===== config.mk =====
export PLATFORM = sky130hd
export DESIGN_NAME = debug_unit
export DESIGN_NICKNAME = d
export VERILOG_FILES = /design/src/rtl/debug_pkg.sv /design/src/rtl/debug_word_tx.sv /design/src/rtl/debug_unit.sv
export SDC_FILE = /design/constraint.sdc
export NUM_CORES = 1
export LEC_CHECK = 0
export CORE_ASPECT_RATIO = 0.5
export CORE_UTILIZATION = 45
export CTS_CLUSTER_DIAMETER = 150
export DETAILED_ROUTE_END_ITERATION = 8
export PLACE_DENSITY = 0.74
export SLEW_MARGIN = 0
export SYNTH_ARGS = -nofsm -noshare
export SYNTH_HDL_FRONTEND = slang
export SYNTH_HIERARCHICAL = 1
export SYNTH_SLANG_ARGS = --single-unit

===== constraint.sdc =====
create_clock -name i_clock -period 3.2 [get_ports i_clock]
set_input_delay 0.64 -clock i_clock [delete_from_list [all_inputs] [get_ports i_clock]]
set_output_delay 0.64 -clock i_clock [all_outputs]
set_load 0.1 [all_outputs]

===== src/rtl/debug_pkg.sv =====
// Shared constants for the UART debug unit: command codes, one-hot state encoding and the
// HALT opcode that terminates an instruction-memory load.
package debug_pkg;

  localparam int unsigned CmdWriteIm  = 1;
  localparam int unsigned CmdRun      = 2;
  localparam int unsigned CmdStepMode = 3;
  localparam int unsigned CmdReadBr   = 4;
  localparam int unsigned CmdReadMem  = 5;
  localparam int unsigned CmdReadPc   = 6;
  localparam int unsigned CmdStep     = 7;
  localparam int unsigned CmdCont     = 8;

  localparam int unsigned BitIdle     = 0;
  localparam int unsigned BitLoadIm   = 1;
  localparam int unsigned BitRun      = 2;
  localparam int unsigned BitStepWait = 3;
  localparam int unsigned BitStep     = 4;
  localparam int unsigned BitSendPc   = 5;
  localparam int unsigned BitSendBr   = 6;
  localparam int unsigned BitSendMem  = 7;
  localparam int unsigned BitHalted   = 8;
  localparam int unsigned BitDumpEnd  = 9;

  localparam logic [5:0] HaltOpcode = 6'b111111;

  typedef enum logic [9:0] {
    StIdle     = 10'b1 << BitIdle,
    StLoadIm   = 10'b1 << BitLoadIm,
    StRun      = 10'b1 << BitRun,
    StStepWait = 10'b1 << BitStepWait,
    StStep     = 10'b1 << BitStep,
    StSendPc   = 10'b1 << BitSendPc,
    StSendBr   = 10'b1 << BitSendBr,
    StSendMem  = 10'b1 << BitSendMem,
    StHalted   = 10'b1 << BitHalted,
    StDumpEnd  = 10'b1 << BitDumpEnd
  } state_e;

endpackage


===== src/rtl/debug_word_tx.sv =====
// Sends one 32-bit word over the UART transmitter as bytes, MSB first, waiting for each
// byte-sent tick before issuing the next start pulse.
module debug_word_tx
  import debug_pkg::*;
#(
  parameter int unsigned NB_DATA = 8
) (
  input  logic               i_clock,
  input  logic               i_reset,
  input  logic               i_start,
  input  logic [31:0]        i_word,
  output logic               o_busy,
  output logic               o_done,
  output logic [NB_DATA-1:0] o_tx_data,
  output logic               o_tx_start,
  input  logic               i_tx_done
);

  localparam int unsigned NbBytes = 32 / NB_DATA;

  typedef enum logic [1:0] {TxIdle, TxStart, TxWait} tx_state_e;

  tx_state_e   state_q, state_d;
  logic [31:0] shift_q, shift_d;
  logic [1:0]  cnt_q, cnt_d;

  always_comb begin
    state_d = state_q;
    shift_d = shift_q;
    cnt_d   = cnt_q;
    o_done  = 1'b0;
    unique case (state_q)
      TxIdle: begin
        if (i_start) begin
          shift_d = i_word;
          cnt_d   = '0;
          state_d = TxStart;
        end
      end
      TxStart: state_d = TxWait;
      TxWait: begin
        if (i_tx_done) begin
          shift_d = shift_q << NB_DATA;
          if (cnt_q == 2'(NbBytes - 1)) begin
            o_done  = 1'b1;
            state_d = TxIdle;
          end else begin
            cnt_d   = cnt_q + 2'd1;
            state_d = TxStart;
          end
        end
      end
      default: state_d = TxIdle;
    endcase
  end

  always_ff @(posedge i_clock) begin
    if (i_reset) begin
      state_q <= TxIdle;
      shift_q <= '0;
      cnt_q   <= '0;
    end else begin
      state_q <= state_d;
      shift_q <= shift_d;
      cnt_q   <= cnt_d;
    end
  end

  // Current byte stays on the top of the shift register until its tick arrives.
  assign o_tx_data  = shift_q[31 -: NB_DATA];
  assign o_tx_start = (state_q == TxStart);
  assign o_busy     = (state_q != TxIdle);

endmodule


===== src/rtl/debug_unit.sv =====
// UART debug unit: loads instruction memory, runs or single-steps the pipeline and dumps
// PC, register bank and data memory back over the UART.
module debug_unit
  import debug_pkg::*;
#(
  parameter int unsigned NB_DATA      = 8,
  parameter int unsigned NB_MEM_DEPTH = 8,
  parameter int unsigned RB_ADDR      = 5,
  parameter int unsigned NB_STATE     = 10,
  parameter int unsigned DM_WORDS     = 32
) (
  input  logic                    i_clock,
  input  logic                    i_reset,
  input  logic [NB_DATA-1:0]      i_rx_data,
  input  logic                    i_rx_done,
  output logic [NB_DATA-1:0]      o_tx_data,
  output logic                    o_tx_start,
  input  logic                    i_tx_done,
  output logic                    o_im_we,
  output logic [NB_MEM_DEPTH-1:0] o_im_addr,
  output logic [31:0]             o_im_data,
  output logic                    o_cpu_enable,
  input  logic                    i_halt,
  input  logic [31:0]             i_pc,
  output logic [RB_ADDR-1:0]      o_rb_addr,
  input  logic [31:0]             i_rb_data,
  output logic [4:0]              o_dm_addr,
  input  logic [31:0]             i_dm_data,
  output logic [NB_STATE-1:0]     o_state,
  output logic                    o_halt
);

  localparam logic [NB_MEM_DEPTH-1:0] LastAddr = NB_MEM_DEPTH'((2 ** NB_MEM_DEPTH) - 4);
  localparam logic [4:0] LastBr  = 5'((2 ** RB_ADDR) - 1);
  localparam logic [4:0] LastMem = 5'(DM_WORDS - 1);

  state_e                  state_q, state_d, ret_q, ret_d;
  logic                    dump_all_q, dump_all_d, halt_q, halt_d, step_halt_q, step_halt_d;
  logic [4:0]              idx_q, idx_d;
  logic                    fetch_wait_q, fetch_wait_d, launched_q, launched_d;
  logic [1:0]              byte_cnt_q, byte_cnt_d;
  logic [31:0]             asm_q, asm_d, im_data_q, im_data_d;
  logic [NB_MEM_DEPTH-1:0] word_addr_q, word_addr_d, im_addr_q, im_addr_d;
  logic                    im_we_q, im_we_d;
  logic                    word_start, word_busy, word_done, finish;
  logic [31:0]             word_in;

  always_comb begin
    state_d      = state_q;
    ret_d        = ret_q;
    dump_all_d   = dump_all_q;
    halt_d       = halt_q;
    step_halt_d  = step_halt_q;
    idx_d        = idx_q;
    fetch_wait_d = fetch_wait_q;
    launched_d   = launched_q;
    byte_cnt_d   = byte_cnt_q;
    asm_d        = asm_q;
    word_addr_d  = word_addr_q;
    im_we_d      = 1'b0;
    im_addr_d    = im_addr_q;
    im_data_d    = im_data_q;
    word_start   = 1'b0;
    word_in      = i_pc;
    finish       = 1'b0;
    unique case (state_q)
      StIdle, StHalted, StStepWait: begin
        if (i_rx_done) begin
          ret_d      = state_q;
          dump_all_d = 1'b0;
          case (i_rx_data)
            NB_DATA'(CmdWriteIm):  if (state_q != StStepWait) state_d = StLoadIm;
            NB_DATA'(CmdRun):      if (state_q == StIdle) state_d = StRun;
            NB_DATA'(CmdStepMode): if (state_q == StIdle) state_d = StStepWait;
            NB_DATA'(CmdReadBr):   state_d = StSendBr;
            NB_DATA'(CmdReadMem):  state_d = StSendMem;
            NB_DATA'(CmdReadPc):   state_d = StSendPc;
            NB_DATA'(CmdStep):     if (state_q == StStepWait) state_d = StStep;
            NB_DATA'(CmdCont):     if (state_q == StStepWait) state_d = StRun;
            default: ;
          endcase
        end
      end
      StLoadIm: begin
        if (i_rx_done) begin
          asm_d      = (asm_q << NB_DATA) | 32'(i_rx_data);
          byte_cnt_d = byte_cnt_q + 2'd1;
          if (byte_cnt_q == 2'd3) begin
            im_we_d     = 1'b1;
            im_addr_d   = word_addr_q;
            im_data_d   = asm_d;
            word_addr_d = word_addr_q + NB_MEM_DEPTH'(4);
            if (asm_d[31:26] == HaltOpcode || word_addr_q == LastAddr) state_d = StIdle;
          end
        end
      end
      StRun: begin
        if (i_halt) begin
          halt_d     = 1'b1;
          dump_all_d = 1'b1;
          ret_d      = StHalted;
          state_d    = StSendPc;
        end
      end
      StStep: begin
        step_halt_d = i_halt;
        dump_all_d  = 1'b1;
        ret_d       = StStepWait;
        state_d     = StSendPc;
      end
      StSendPc: begin
        step_halt_d = step_halt_q | i_halt;
        if (!launched_q && !word_busy) begin
          word_start = 1'b1;
          launched_d = 1'b1;
        end else if (word_done) begin
          if (dump_all_q) state_d = StSendBr;
          else finish = 1'b1;
        end
      end
      StSendBr, StSendMem: begin
        step_halt_d = step_halt_q | i_halt;
        word_in     = (state_q == StSendBr) ? i_rb_data : i_dm_data;
        if (word_done) begin
          if (state_q == StSendBr && idx_q == LastBr) begin
            if (dump_all_q) state_d = StSendMem;
            else finish = 1'b1;
          end else if (state_q == StSendMem && idx_q == LastMem) begin
            finish = 1'b1;
          end else begin
            idx_d        = idx_q + 5'd1;
            fetch_wait_d = 1'b1;
            launched_d   = 1'b0;
          end
        end else if (!launched_q && !word_busy) begin
          // One idle cycle lets the synchronous read port catch up with the new address.
          if (fetch_wait_q) begin
            fetch_wait_d = 1'b0;
          end else begin
            word_start = 1'b1;
            launched_d = 1'b1;
          end
        end
      end
      StDumpEnd: state_d = ret_q;
      default:   state_d = StIdle;
    endcase

    if (finish) begin
      if (!dump_all_q) begin
        state_d = StDumpEnd;
      end else if (ret_q == StHalted || step_halt_d) begin
        state_d = StHalted;
        halt_d  = 1'b1;
      end else begin
        state_d = ret_q;
      end
    end
    if (state_d != state_q) begin
      idx_d        = '0;
      fetch_wait_d = 1'b1;
      launched_d   = 1'b0;
    end
    if (state_d == StLoadIm && state_q != StLoadIm) begin
      byte_cnt_d  = '0;
      word_addr_d = '0;
      halt_d      = 1'b0;
    end
  end

  always_ff @(posedge i_clock) begin
    if (i_reset) begin
      state_q      <= StIdle;
      ret_q        <= StIdle;
      dump_all_q   <= 1'b0;
      halt_q       <= 1'b0;
      step_halt_q  <= 1'b0;
      idx_q        <= '0;
      fetch_wait_q <= 1'b0;
      launched_q   <= 1'b0;
      byte_cnt_q   <= '0;
      asm_q        <= '0;
      word_addr_q  <= '0;
      im_we_q      <= 1'b0;
      im_addr_q    <= '0;
      im_data_q    <= '0;
    end else begin
      state_q      <= state_d;
      ret_q        <= ret_d;
      dump_all_q   <= dump_all_d;
      halt_q       <= halt_d;
      step_halt_q  <= step_halt_d;
      idx_q        <= idx_d;
      fetch_wait_q <= fetch_wait_d;
      launched_q   <= launched_d;
      byte_cnt_q   <= byte_cnt_d;
      asm_q        <= asm_d;
      word_addr_q  <= word_addr_d;
      im_we_q      <= im_we_d;
      im_addr_q    <= im_addr_d;
      im_data_q    <= im_data_d;
    end
  end

  debug_word_tx #(
    .NB_DATA(NB_DATA)
  ) u_word_tx (
    .i_clock   (i_clock),
    .i_reset   (i_reset),
    .i_start   (word_start),
    .i_word    (word_in),
    .o_busy    (word_busy),
    .o_done    (word_done),
    .o_tx_data (o_tx_data),
    .o_tx_start(o_tx_start),
    .i_tx_done (i_tx_done)
  );

  assign o_cpu_enable = (state_q == StRun) || (state_q == StStep);
  assign o_state      = NB_STATE'(state_q);
  assign o_halt       = halt_q;
  assign o_im_we      = im_we_q;
  assign o_im_addr    = im_addr_q;
  assign o_im_data    = im_data_q;
  assign o_rb_addr    = RB_ADDR'(idx_q);
  assign o_dm_addr    = idx_q;

endmodule

# After elaboration in Yosys (flattened, before gate mapping)
# Index checks and enable logic that the tools add are counted.
dict set report classes {
  n_eq_ne 42
  n_bitwise 6
  addsub 4
  muxes 75
  reduce_logical 31
}
# op n
set op_table {}
lappend op_table {{10-bit 2-to-1 mux} 21}
lappend op_table {{32-bit 2-to-1 mux} 4}
lappend op_table {{10-bit case mux with 8 select lines} 1}
lappend op_table {{10-bit case mux with 7 select lines} 1}
lappend op_table {{32-bit case mux with 2 select lines} 1}
lappend op_table {{1-bit 2-to-1 mux} 34}
lappend op_table {{8-bit by 3-bit == test with 1-bit output, second input constant} 4}
lappend op_table {{32-bit by 8-bit OR with 32-bit output} 1}
lappend op_table {{10-bit case mux with 3 select lines} 1}
lappend op_table {{10-bit by 2-bit == test with 1-bit output, second input constant} 2}
lappend op_table {{10-bit by 9-bit == test with 1-bit output, second input constant} 2}
lappend op_table {{8-bit by 2-bit == test with 1-bit output, second input constant} 2}
lappend op_table {{3-bit != test, second input constant} 4}
lappend op_table {{4-bit AND reduction} 3}
lappend op_table {{10-bit by 1-bit == test with 1-bit output, second input constant} 1}
lappend op_table {{10-bit == test, second input constant} 1}
lappend op_table {{10-bit by 3-bit == test with 1-bit output, second input constant} 1}
lappend op_table {{10-bit by 4-bit == test with 1-bit output, second input constant} 1}
lappend op_table {{10-bit by 5-bit == test with 1-bit output, second input constant} 1}
lappend op_table {{10-bit by 6-bit == test with 1-bit output, second input constant} 1}
lappend op_table {{10-bit by 7-bit == test with 1-bit output, second input constant} 1}
lappend op_table {{10-bit by 8-bit == test with 1-bit output, second input constant} 1}
lappend op_table {{2-bit 2-to-1 mux} 5}
lappend op_table {{10-bit != test} 1}
lappend op_table {{other kinds (32)} 63}
dict set report word_totals {
  register_bits 141
  out_inout_bits 72
  in_bits 109
}

# Longest topological paths before layout
dict set report logic_depth {
  depth_word 11
  mapped_depth 14
  depth_no_buf 11
}

# Modules after synthesis
# Netlist, hierarchy kept.
# mod cells_each n_inst area_per_inst_um2 seq_area_each_um2
set by_module_without_submodules {}
lappend by_module_without_submodules {debug_unit 759 1 5601.6 2021.9}
lappend by_module_without_submodules {debug_word_tx 179 1 1639.1 720.7}

# Worst setup path after synthesis
# OpenSTA, ideal clock, no wires.
dict set report synth_timing {
  path_type {reg2reg}
  startpoint {register state_q[2], in the netlist o_state[2]}
  endpoint {register launched_q}
  stages_incl_launch_ff 10
  slack_ns -0.504
  n_path_buf 1
  arrival_time_ns 3.631
  required_time_ns 3.127
  path_cell_list {dfxtp_1 > buf_2 > xor2_1 > and4_1 > a211oi_1 > and2_0 > a221o_1 > a2111oi_4 > nand4_4 > nor3_2}
}
dict set report synth_between {
  elab_chain_len 9
  elab_cells_between_ends 53
}
# item line_no
set synth_lines {}
lappend synth_lines {{start: declaration} debug_unit.sv:37} ;# state_e state_q, state_d, ret_q, ret_d;
lappend synth_lines {{start signal: assignment} debug_unit.sv:173} ;# state_q <= StIdle;
lappend synth_lines {{start signal: assignment} debug_unit.sv:188} ;# state_q <= state_d;
lappend synth_lines {{branches (longest 9 deep; another with 10-bit by 4-bit == test with 1-bit output)} n/a}
lappend synth_lines {{end signal: assignment} debug_unit.sv:195} ;# launched_q <= launched_d;
lappend synth_lines {{end: declaration} debug_unit.sv:40} ;# logic fetch_wait_q, fetch_wait_d, launched_q, launched_d;
# Parallel ways; which one is timed is not known.
# A chain may end at the register's enable or synchronous reset.

# Worst setup path in the final report
dict set report layout_timing {
  startpoint {input port i_tx_done}
  endpoint {register word_addr_q[6]}
}
dict set report layout_between {
  elab_chain_len 9
  elab_cells_between_ends 14
}
# item line_no
set layout_lines {}
lappend layout_lines {{start: declaration} debug_unit.sv:18} ;# input logic i_tx_done,
lappend layout_lines {{1-bit 2-to-1 mux *} debug_word_tx.sv:42} ;# if (i_tx_done) begin
lappend layout_lines {{1-bit 2-to-1 mux *} debug_word_tx.sv:32} ;# unique case (state_q)
lappend layout_lines {{via word_done} debug_unit.sv:45} ;# logic word_start, word_busy, word_done, finish;
lappend layout_lines {{10-bit 2-to-1 mux / 1-bit 2-to-1 mux (equally long branches)} debug_unit.sv:116} ;# end else if (word_done) begin
lappend layout_lines {{10-bit 2-to-1 mux / 1-bit 2-to-1 mux (equally long branches)} debug_unit.sv:113} ;# if (!launched_q && !word_busy) begin
lappend layout_lines {{10-bit case mux with 7 select lines / 1-bit case mux with 2 select lines (equally long branches)} debug_unit.sv:66} ;# unique case (state_q)
lappend layout_lines {{10-bit 2-to-1 mux *} debug_unit.sv:149} ;# if (finish) begin
lappend layout_lines {{10-bit by 2-bit == test with 1-bit output *} debug_unit.sv:164} ;# if (state_d == StLoadIm && state_q != StLoadIm) begin
lappend layout_lines {{1-bit logical AND *} debug_unit.sv:164}
lappend layout_lines {{2-bit OR reduction (no line) *} n/a}
lappend layout_lines {{end signal: assignment} debug_unit.sv:198} ;# word_addr_q <= word_addr_d;
lappend layout_lines {{end: declaration} debug_unit.sv:43} ;# logic [NB_MEM_DEPTH-1:0] word_addr_q, word_addr_d, im_addr_q, im_addr_d;
# Mark *: on every way through the listed nets, which the timed path passes. The rest lies on a longest branch.

==> impl_metrics.yaml <==
clocking:
  cts_root_buf: "clkbuf_16"
  cts.sinks: 137
  cts_tree: "built"
  clock_latency_ns: 0.42
  holdBufCountCts: 0
  h-tree-depth: 4
  path_clk_slew_ns: 0.06
  post_cts_buffers: 0
  post_cts_resized: 0
  cts_buffers: 17
  cts.path.max_buffers: 2
pwr:
  power_density_mw_per_mm2: 421.7
  pwr-share-comb_pct: 9.5
  peakVddDrop_uv: 398.0
  swShare_pct: 24.02
  leakagePower_uw: 0.003939
  power_uw: 4127
  clockPowerShare_pct: 48.7
  p_int_uw: 3136
  switchingPower_uw: 991.3
  power_frac_seq_pct: 41.8
floorplanning:
  pin_count: 181
  die_h_um: 91.70
  fp.dieW_um: 181.4
  initial_core_util_pct: 46.49
  core_area_mm2: 0.01557
  rows: 32
  dieArea_mm2: 0.01663
global_routing:
  grt_pass1_wl_um: 36250
  overflow: 0
  grt_max_degree: 66
  grtUsageTotal_pct: 27.60
  grt_pass1_vias: 6993
  antenna_found_initial: 0
hold_path:
  hold_class: "flop to flop"
synthesis:
  synthAdderAreaFrac_pct: 0.8640
  synthSimpleGateAreaFrac_pct: 28.06
  syn_avg_cell_area_um2: 7.719
  netlist_top_cells_area: "dfxtp_1, nand2_1, a21oi_1"
  yosysTopAreaCell: "dfxtp_1"
  netlist_instances: 938
  yosysUniqueCellTypes: 73
  synth-compound-area-share_pct: 22.20
  synth_xor_area_share_pct: 1.814
  ys.flop_type: "dfxtp_1"
  ys_warn_count: 6
  async_flop_share_pct: 0
  synth_edf_count: 0
  ys_seq_area_share_pct: 37.88
  synth_area_mm2: 0.007241
  synth_top_family_by_area: "simple AND/OR/NAND/NOR gates"
  synth-seq-cells: 137
  muxShareOfSynthArea_pct: 1.002
  synth_top_area_share_pct: 37.88
final_layout:
  utilization_pct: 62.83
  drive_above_1_share_pct: 18.74
  antenna_cells: 0
  fin_cells: 1330
  area_growth_pct: 35.15
  nets: 1227
place:
  dp_cells: 1298
  place_congestion: 0.9106
  portBuffers: 178
  dp_slack_ns: -0.1590
  hpwl_um: 16520
setup_path:
  r2r_setup_slack_ns: 0.21
  critPathLaunch: "i_tx_done"
  crit_family: "simple AND/OR/NAND/NOR gates"
  cp.required_ns: 3.47
  r2r_cells: 10
  criticalPathCategory: "input port to flop"
  worstPathArrival_ns: 3.27
  rr_startpoint: "o_state[4]"
  critPathMaxFanout: 9
  endpoint: "word_addr_q[6]"
  endpoint_kind: "flop"
  path_buf_inv: 4
  start_kind: "input port"
  crit_slowest_cell: "clkdlybuf4s50_1"
  rr_endpoint: "launched_q"
  crit_chain: "clkdlybuf4s50_1, nand3b_1, nor2_1, buf_4, buf_4, o211ai_1, and4_1, nor3_1, o21ai_0, nor4_1, and3_1, buf_12, nor3_1"
  cp.depth: 13
  crit_path_max_incr_delay_ns: 0.48
detailed_routing:
  drc: 0
  drt_iter0_markers: 539
  wire_per_inst_um: 17.18
  dr_total_vias: 7439
  post_drt_via_cell_ratio: 5.593
  ant_nets: 0
  totalWireLength_um: 22850
  first_pass_iters: 5
outcome:
  run_status: "finished clean"
timing:
  fin_ws_ns: 0.1997
  max_freq_mhz: 333.3
  min_period_ns: 3.000
  timing.final.crit_share_pct: 93.76
  hold_viol: 0
  worstMarginPinSlew_ns: 0.8069
  slew_headroom_pct: 46.08
  tns_ns: 0
  slew_viol_final: 0
  rsz0062_at_grt: "no"
  setup_violations: 0
  fin_skew_ns: 0.008090
run:
  maxCapViolations: 0
-- power by group through the flow --
| stage | clock [uW] | sequential, uW | combinational [uW] |
|---|---|---|---|
| finish | 2010 | 1720 | 391 |
| global route | 2120 | 1730 | 420 |
| CTS | 2050 | 1720 | 388 |
| detailed placement | 0 | 1760 | 384 |
| global placement | 0 | 1760 | 384 |
| floorplan | 0 | 1770 | 169 |
-- through the flow --
step / hold slack, ns / instance area [um2]
finish: 0.4514 / 9786
global placement: 0.4427 / 9181
global route: 0.4705 / 9786
CTS: 0.4557 / 9786
detailed placement: 0.4470 / 9181
floorplan: 0.4322 / 7259
-- cell usage after synthesis, types with 4 or more instances --
library cell and instances:
o21ai_0 21, inv_1 38, dfxtp_1 137, clkbuf_1 46, and4_1 7, o21a_1 4
ha_1 5, buf_2 11, o211ai_1 4, buf_4 19, xnor2_1 4, a31oi_1 25
nor3_2 11, a211oi_1 11, a21oi_1 103, nor2b_1 13, nand3_1 7, o221a_2 4
nand2_1 225, nor3_1 12, o221a_1 20, xor2_1 11, a311oi_1 4, nand2b_1 6
nor4_1 7, buf_6 6, and2_1 11, nand4_1 10, nor2_1 65, or2_2 5
a22oi_1 10, and3_1 9, mux2i_1 5
-- cells by family (layout without fill, tap and decap cells) --
logic type | Yosys count | count (layout)
other | 1 | 2
buffers and inverters | 122 | 309
xor gates and xnor gates | 15 | 15
muxes | 6 | 6
adders and majority gates | 5 | 5
DFF | 137 | 137
AOI/OAI and AO/OA | 238 | 238
and+or+nand+nor | 414 | 414
-- metal layers --
metal,routed length (um),global-route usage (%),vias to the layer above
met5,0,0,-
met4,388,8.545,0
met3,1630,6.871,32
met1,10260,34.95,3546
li1,-,-,3601
met2,10570,46.35,260
-- worst register-to-register path: stages, from the launching register on --
cell and delay [ns]:
dfxtp_1 0.40, buf_4 0.21, nor4_2 0.50, and4_1 0.28
a211oi_1 0.10, and2_0 0.19, a221o_1 0.30, buf_4 0.16
a2111oi_4 0.38, nand4_4 0.20, nor3_2 0.20
-- worst min-delay path by stage --
stage | startpoint | endpoint | slack, ns | cells past startpoint
after detailed placement | asm_q[16] | o_im_data[24] | 0.45 | 2
after global placement | asm_q[17] | o_im_data[25] | 0.44 | 2
after CTS | asm_q[16] | o_im_data[24] | 0.46 | 2
after global routing | asm_q[16] | o_im_data[24] | 0.47 | 2
final | asm_q[16] | o_im_data[24] | 0.45 | 2
after floorplan | asm_q[16] | o_im_data[24] | 0.43 | 2
-- area by class of cell --
cell class                 instances  area, um2
clock buffer                      21      470.5
clock inverter                    11      133.9
fill                            1398       5789
inverter                          38      142.6
multi-input combinational        680       3916
sequential                       137       2755
tap                              204      255.2
timing repair buffer             239       2112
-- placed cells by master, fill, tap and decap left out, types with 4 or more instances in the layout --
| master | Yosys | final |
|---|---|---|
| dfxtp_2 | 0 | 10 |
| xnor2_1 | 4 | 4 |
| o221a_1 | 20 | 20 |
| a311oi_1 | 4 | 4 |
| ha_1 | 5 | 5 |
| and4_1 | 7 | 6 |
| buf_12 | 0 | 4 |
| clkdlybuf4s50_1 | 0 | 107 |
| inv_1 | 38 | 38 |
| nor3_2 | 11 | 11 |
| xor2_1 | 11 | 11 |
| a211oi_1 | 11 | 11 |
| clkbuf_16 | 0 | 17 |
| o21a_1 | 4 | 4 |
| nand2_1 | 225 | 225 |
| dfxtp_1 | 137 | 127 |
| o221a_2 | 4 | 4 |
| nand3_1 | 7 | 7 |
| and2_1 | 11 | 11 |
| o211ai_1 | 4 | 4 |
| nor3_1 | 12 | 12 |
| a31oi_1 | 25 | 25 |
| a21oi_1 | 103 | 103 |
| o21ai_0 | 21 | 21 |
| nor4_1 | 7 | 7 |
| and3_1 | 9 | 9 |
| mux2i_1 | 5 | 5 |
| or2_2 | 5 | 5 |
| nand2b_1 | 6 | 6 |
| a22oi_1 | 10 | 10 |
| buf_4 | 19 | 128 |
| inv_6 | 0 | 5 |
| nor2_1 | 65 | 65 |
| nor2b_1 | 13 | 13 |
| nand4_1 | 10 | 10 |
-- flip-flops by register name, summed over array words and instances (netlist names) --
| register | count |
|---|---|
| o_im_data | 32 |
| u_word_tx/shift_q | 32 |
| asm_q | 24 |
| o_state | 10 |
| ret_q | 10 |
| o_im_addr | 6 |
| word_addr_q | 6 |
| o_dm_addr | 5 |
| byte_cnt_q | 2 |
| u_word_tx/cnt_q | 2 |
| u_word_tx/state_q | 2 |
| dump_all_q | 1 |
| fetch_wait_q | 1 |
| launched_q | 1 |
| o_halt | 1 |
| o_im_we | 1 |
| step_halt_q | 1 |
No activity file was read; power rests on OpenSTA's default activity.
